`src/rtl/alarm_clock_pkg.sv`:
```
// Shared definitions for the alarm clock mode controller.
// Latency: n/a (types and constants only).
// Backpressure: n/a.
package alarm_clock_pkg;

  // 3-bit state encoding; 3'd7 is unused and recovers to SHOW_TIME
  typedef enum logic [2:0] {
    SHOW_TIME        = 3'd0,
    KEY_STORED       = 3'd1,
    KEY_WAITED       = 3'd2,
    KEY_ENTRY        = 3'd3,
    SHOW_ALARM       = 3'd4,
    SET_ALARM_TIME   = 3'd5,
    SET_CURRENT_TIME = 3'd6
  } state_t;

  // Keypad code meaning "no key pressed"; digits are 0-9
  localparam logic [3:0] NOKEY = 4'd10;

  // Default number of idle one_second pulses before key entry is abandoned
  localparam int unsigned TIMEOUT_SEC_DEFAULT = 10;

  // True in the states where the inactivity timeout is running
  function automatic logic is_entry_state(input state_t s);
    return (s == KEY_WAITED) || (s == KEY_ENTRY);
  endfunction

endpackage

```
`src/rtl/key_timeout_counter.sv`:
```
// Saturating 4-bit inactivity counter for key entry.
// Latency: count updates one clock after tick; timeout is combinational from count.
// Backpressure: none; tick is sampled every cycle.
module key_timeout_counter #(
  parameter int unsigned TIMEOUT_SEC = 10
) (
  input  logic clock,
  input  logic reset,
  input  logic clear,
  input  logic enable,
  input  logic tick,
  output logic timeout
);

  localparam logic [3:0] LIMIT = 4'(TIMEOUT_SEC);

  logic [3:0] count;

  // Clear outside key entry; otherwise count ticks and hold at the limit
  always_ff @(posedge clock or negedge reset) begin
    if (!reset) begin
      count <= 4'd0;
    end else if (clear) begin
      count <= 4'd0;
    end else if (enable && tick && (count != LIMIT)) begin
      count <= count + 4'd1;
    end
  end

  assign timeout = (count == LIMIT);

endmodule

```
`src/rtl/alarm_fsm.sv`:
```
// Alarm clock mode controller: keypad/button events to shift, load and display strobes.
// Latency: outputs registered, they change on the edge that enters the new state.
// Backpressure: none; inputs are sampled every cycle and outputs are strobes/levels.
module alarm_fsm
  import alarm_clock_pkg::*;
#(
  parameter int unsigned TIMEOUT_SEC = TIMEOUT_SEC_DEFAULT
) (
  input  logic       clock,
  input  logic       reset,
  input  logic       one_second,
  input  logic [3:0] key,
  input  logic       time_button,
  input  logic       alarm_button,
  output logic       shift,
  output logic       load_new_c,
  output logic       load_new_a,
  output logic       show_a,
  output logic       show_new_time
);

  state_t state;
  state_t next_state;
  logic   counting;
  logic   timeout;
  logic   key_pressed;

  assign key_pressed = (key != NOKEY);
  assign counting    = is_entry_state(state);

  // The count restarts on every KEY_STORED visit since that state is not counting
  key_timeout_counter #(
    .TIMEOUT_SEC(TIMEOUT_SEC)
  ) u_timeout (
    .clock  (clock),
    .reset  (reset),
    .clear  (!counting),
    .enable (counting),
    .tick   (one_second),
    .timeout(timeout)
  );

  // Next-state selection; priority follows the order of the if/else chains
  always_comb begin
    next_state = state;
    case (state)
      SHOW_TIME: begin
        if (alarm_button)     next_state = SHOW_ALARM;
        else if (key_pressed) next_state = KEY_STORED;
      end
      KEY_STORED: next_state = KEY_WAITED;
      KEY_WAITED: begin
        if (!key_pressed)     next_state = KEY_ENTRY;
        else if (timeout)     next_state = SHOW_TIME;
      end
      KEY_ENTRY: begin
        if (alarm_button)     next_state = SET_ALARM_TIME;
        else if (time_button) next_state = SET_CURRENT_TIME;
        else if (key_pressed) next_state = KEY_STORED;
        else if (timeout)     next_state = SHOW_TIME;
      end
      SHOW_ALARM: begin
        if (!alarm_button)    next_state = SHOW_TIME;
      end
      SET_ALARM_TIME:   next_state = SHOW_TIME;
      SET_CURRENT_TIME: next_state = SHOW_TIME;
      default:          next_state = SHOW_TIME;
    endcase
  end

  // State register with outputs registered from the state being entered
  always_ff @(posedge clock or negedge reset) begin
    if (!reset) begin
      state         <= SHOW_TIME;
      shift         <= 1'b0;
      load_new_c    <= 1'b0;
      load_new_a    <= 1'b0;
      show_a        <= 1'b0;
      show_new_time <= 1'b0;
    end else begin
      state         <= next_state;
      shift         <= (next_state == KEY_STORED);
      load_new_c    <= (next_state == SET_CURRENT_TIME);
      load_new_a    <= (next_state == SET_ALARM_TIME);
      show_a        <= (next_state == SHOW_ALARM);
      show_new_time <= (next_state == KEY_STORED) || is_entry_state(next_state);
    end
  end

endmodule
```
`config.mk`:
```
export PLATFORM = sky130hd
export DESIGN_NAME = alarm_fsm
export DESIGN_NICKNAME = d
export VERILOG_FILES = /design/src/rtl/alarm_clock_pkg.sv /design/src/rtl/key_timeout_counter.sv /design/src/rtl/alarm_fsm.sv
export SDC_FILE = /design/constraint.sdc
export NUM_CORES = 1
export LEC_CHECK = 0
export CORE_MARGIN = 2
export CORE_UTILIZATION = 48
export DETAILED_ROUTE_END_ITERATION = 7
export MAX_ROUTING_LAYER = met4
export PLACE_DENSITY = 0.87
export REMOVE_ABC_BUFFERS = 1
export SLEW_MARGIN = 20
export SYNTH_ARGS = -nofsm -noshare
export SYNTH_HDL_FRONTEND = slang
export SYNTH_HIERARCHICAL = 1
export SYNTH_SLANG_ARGS = --single-unit
```
`constraint.sdc`:
```
create_clock -name clock -period 2.3 [get_ports clock]
set_clock_uncertainty 0.05 [all_clocks]
set_input_delay 0.345 -clock clock [delete_from_list [all_inputs] [get_ports clock]]
set_output_delay 0.345 -clock clock [all_outputs]
set_load 0.01 [all_outputs]
```
==> summary.md <==
| Metric | Value |
|---|---|
| Die Y | `between 40 and 50 um` |
| Gpl congestion | `roughly 0.94` |
| Via Count | `approximately 580` |
| Postcts setup bufs | `0` |
| Final min period | `1.85 ns` |
| Class of the most critical hold timing path | `in -> async` |
| Crit Reg-Reg Endpoint | `show_new_time` |
| GRT overflow | `0` |
| Initial Utilization | `52.0%` |
| Final setup viols | `0` |
| WP data required | `roughly 2.4 ns` |
| Via density | `between 6 and 7` |
| Register Area | `between 300 and 400 um^2` |
| Sequential share of the synthesized area | `between 40% and 50%` |
| CP startpoint kind | `flop` |
| Synth Area in Adders | `around 3.7%` |
| Multiplexer share of the synthesized area | `under 10%` |
| Number of cells on the critical path | `7` |
| Initial antenna violation count | `0` |
| Endpoints failing hold | `0` |
| Worst path cell trace | `inv_1 > ha_1 > and3b_1 > or3b_1 > a21oi_1 > o21bai_1 > a31oi_1` |
| Area grow syn2layout | `22.9%` |
| #FFs+latches synth | `12` |
| Vias in the first global route | `around 560` |
| Worst-path clk slew | `around 0.070 ns` |
| Reg2reg path depth | `7` |
| CTS tree | `built` |
| VDD IR max | `0.575 mV` |
| Setup_tns | `0 ns` |
| Die X | `between 40 and 50 um` |
| Yosys warns | `6` |
| Area of the mapped netlist | `~680 um^2` |
| Die area | `about 1700 um^2` |
| Slowest-stage cell, CP | `dfrtp_1` |
| Post-Synth Simple-Gate Area | `around 29%` |
| Core ar. | `around 1300 um^2` |
| Combinational family with the most area after synthesis | `simple AND/OR/NAND/NOR gates` |
| CP peak stage delay | `between 0.3 and 0.4 ns` |
| Routed length per instance | `13.5 um` |
| Max-cap violations | `0` |
| Clk root buf | `clkbuf_4` |
| Peak Freq | `0.540 GHz` |
| Tightest Pin Transition | `0.537 ns` |
| I/O pins | `14` |
| Final WL | `between 1000 and 1500 um` |
| R2R Setup Slk | `approximately 0.45 ns` |
| Worst-path fanout max | `8` |
| Multi-input logic area | `353 um^2` |
| Port buffer count | `13` |
| CTS H-tree depth | `1` |
| CP Capture Type | `flop` |
| # DRC | `0` |
| Final nets | `95` |
| Initial detailed-routing violation count | `12` |
| Crit Reg-Reg Startpoint | `u_timeout/count[0]` |
| Worst Setup SP | `u_timeout/count[0]` |
| Slew margin rel. | `around 64%` |
| Post-synthesis compound-gate area fraction | `roughly 16%` |
| Num CTS Buffers | `3` |
| Diode count | `0` |
| Setup WS pre-CTS | `around 0.38 ns` |
| Setup crit end | `show_new_time` |
| Clock tree sinks | `12` |
| Clock Path Buffers | `2` |
| Max-slew violations | `0` |
| Critical path buffer and inverter count | `1` |
| Fraction of layout cells with a size suffix above 1 | `13.4%` |
| Post-synth cell types | `32` |
| Cells after Synth | `between 60 and 70` |
| # fillers | `roughly 110` |
| Pwr/cell area | `about 910 nW/um^2` |
| Post-Synth XOR/XNOR Area | `0%` |
| Critical Path AT | `roughly 2.0 ns` |
| Crit path kind | `reg -> reg` |
| Avg Synthesized Cell Area | `~10 um^2` |
| Lkg Pwr | `between 0.3 and 0.4 nW` |
| Status | `complete, no violations` |
| RSZ-0062 raised after global routing | `false` |
| Rows | `13` |
| First-pass detailed-route iteration total | `4` |
| Hold-fix buffers, CTS | `0` |
| Total track usage | `19.1%` |
| Period utilization | `between 80% and 90%` |
| Resized cells post-CTS | `0` |
| CP delay by family, top | `simple AND/OR/NAND/NOR gates` |
| Pin count of the biggest net entering global routing | `13` |
| Setup slack after layout | `around 0.45 ns` |
| Worst skew pair latency | `between 0.2 and 0.3 ns` |
| Post-DRT Antenna Nets | `0` |
| Hpwl dp | `between 900 and 1000 um` |
| First-pass GRT wire length | `~2500 um` |
-- flip-flops by register name, summed over array words and instances (netlist names) --
name	count
load_new_a	1
load_new_c	1
shift	1
show_a	1
show_new_time	1
state	3
u_timeout/count	4
-- per-layer routing --
layer / track usage [%] / vias up / wire (um)
met3: 1.30 / 5 / 76
met5: - / - / 0
met4: 7.74 / 0 / 31
met2: 30.9 / 24 / 659
li1: - / 275 / -
met1: 24.9 / 280 / 543
-- kinds of logic after synthesis --
logic type / after synthesis
mux: 2
compound gates: 16
buf+inv: 4
flops: 12
simple gates: 32
fa+ha+maj: 2
-- synth_stat cells (all sizes together) --
cell type | instances | share of area (%)
and4bb | 1 | 1.8
o211ai | 2 | 2.2
nand3b | 2 | 2.2
and3 | 2 | 1.8
o21bai | 2 | 2.2
and3b | 1 | 1.3
ha | 2 | 3.7
or2 | 1 | 0.92
o41ai | 1 | 1.3
or3b | 1 | 1.3
nand2b | 1 | 0.92
or3 | 2 | 1.8
or4 | 1 | 1.7
o21ai | 3 | 2.8
buf | 2 | 2.4
nor3b | 1 | 1.8
o22ai | 1 | 0.92
and2b | 1 | 1.1
mux2 | 2 | 3.9
a31oi | 2 | 1.8
nand3 | 2 | 1.5
dfrtp | 12 | 44
nor2b | 4 | 3.7
nand2 | 4 | 2.2
a21oi | 5 | 4.3
inv | 2 | 1.1
nor2 | 7 | 3.9
and2 | 1 | 0.92
-- layout by cell type, fill, tap and decap left out --
master	netlist	final
a31oi_1	2	2
inv_1	2	2
or2_2	1	1
clkbuf_4	0	3
nand3b_1	2	2
ha_1	2	2
mux2_2	1	1
a21oi_1	4	4
nand3_1	2	2
and4bb_2	1	1
or3_1	2	2
o211ai_1	2	2
nor3b_2	1	1
o41ai_1	1	1
a21oi_2	1	1
o21bai_1	2	2
nand2_1	4	4
and2_1	1	1
and2b_1	1	1
nand2b_1	1	1
and3b_1	1	1
nor2b_1	4	4
or4_4	1	1
or3b_1	1	1
clkdlybuf4s50_1	0	13
o22ai_1	1	1
and3_1	2	2
o21ai_2	1	1
dfrtp_1	12	12
o21ai_0	2	2
mux2_4	1	1
nor2_1	7	7
-- power breakdown --
part	internal [mW]	total (mW)	switching, mW
clock network	0.0606	0.126	0.0651
logic	0.160	0.312	0.152
registers	0.261	0.323	0.0621
-- cell type report --
type	count	area share (%)
multi-input combinational	52	42.4
sequential	12	36.1
inverter	2	0.902
clock buffer	3	2.71
timing repair buffer	13	15.6
tap	15	2.26
-- worst min path at each step --
stage                       startpoint            endpoint
floorplan                        reset          load_new_a
global placement    u_timeout/count[3]  u_timeout/count[3]
detailed placement            state[2]            state[1]
CTS                              reset  u_timeout/count[0]
global route                     reset  u_timeout/count[0]
finish                           reset  u_timeout/count[0]
-- stage by stage --
| stage | utilization (%) | instance area [um^2] | total power, mW | instances | hold slack, ns |
|---|---|---|---|---|---|
| floorplan | - | 661 | 0.515 | 66 | -0.000591 |
| global placement | 62.2 | 810 | 0.617 | 94 | 0.489 |
| detailed placement | 62.2 | 810 | 0.633 | 94 | 0.503 |
| CTS | 63.9 | 832 | 0.758 | 97 | 0.388 |
| global route | 63.9 | 832 | 0.810 | 97 | 0.419 |
| finish | 63.9 | 832 | 0.760 | 97 | 0.368 |
Note: power is estimated with default switching activity, not from simulation.
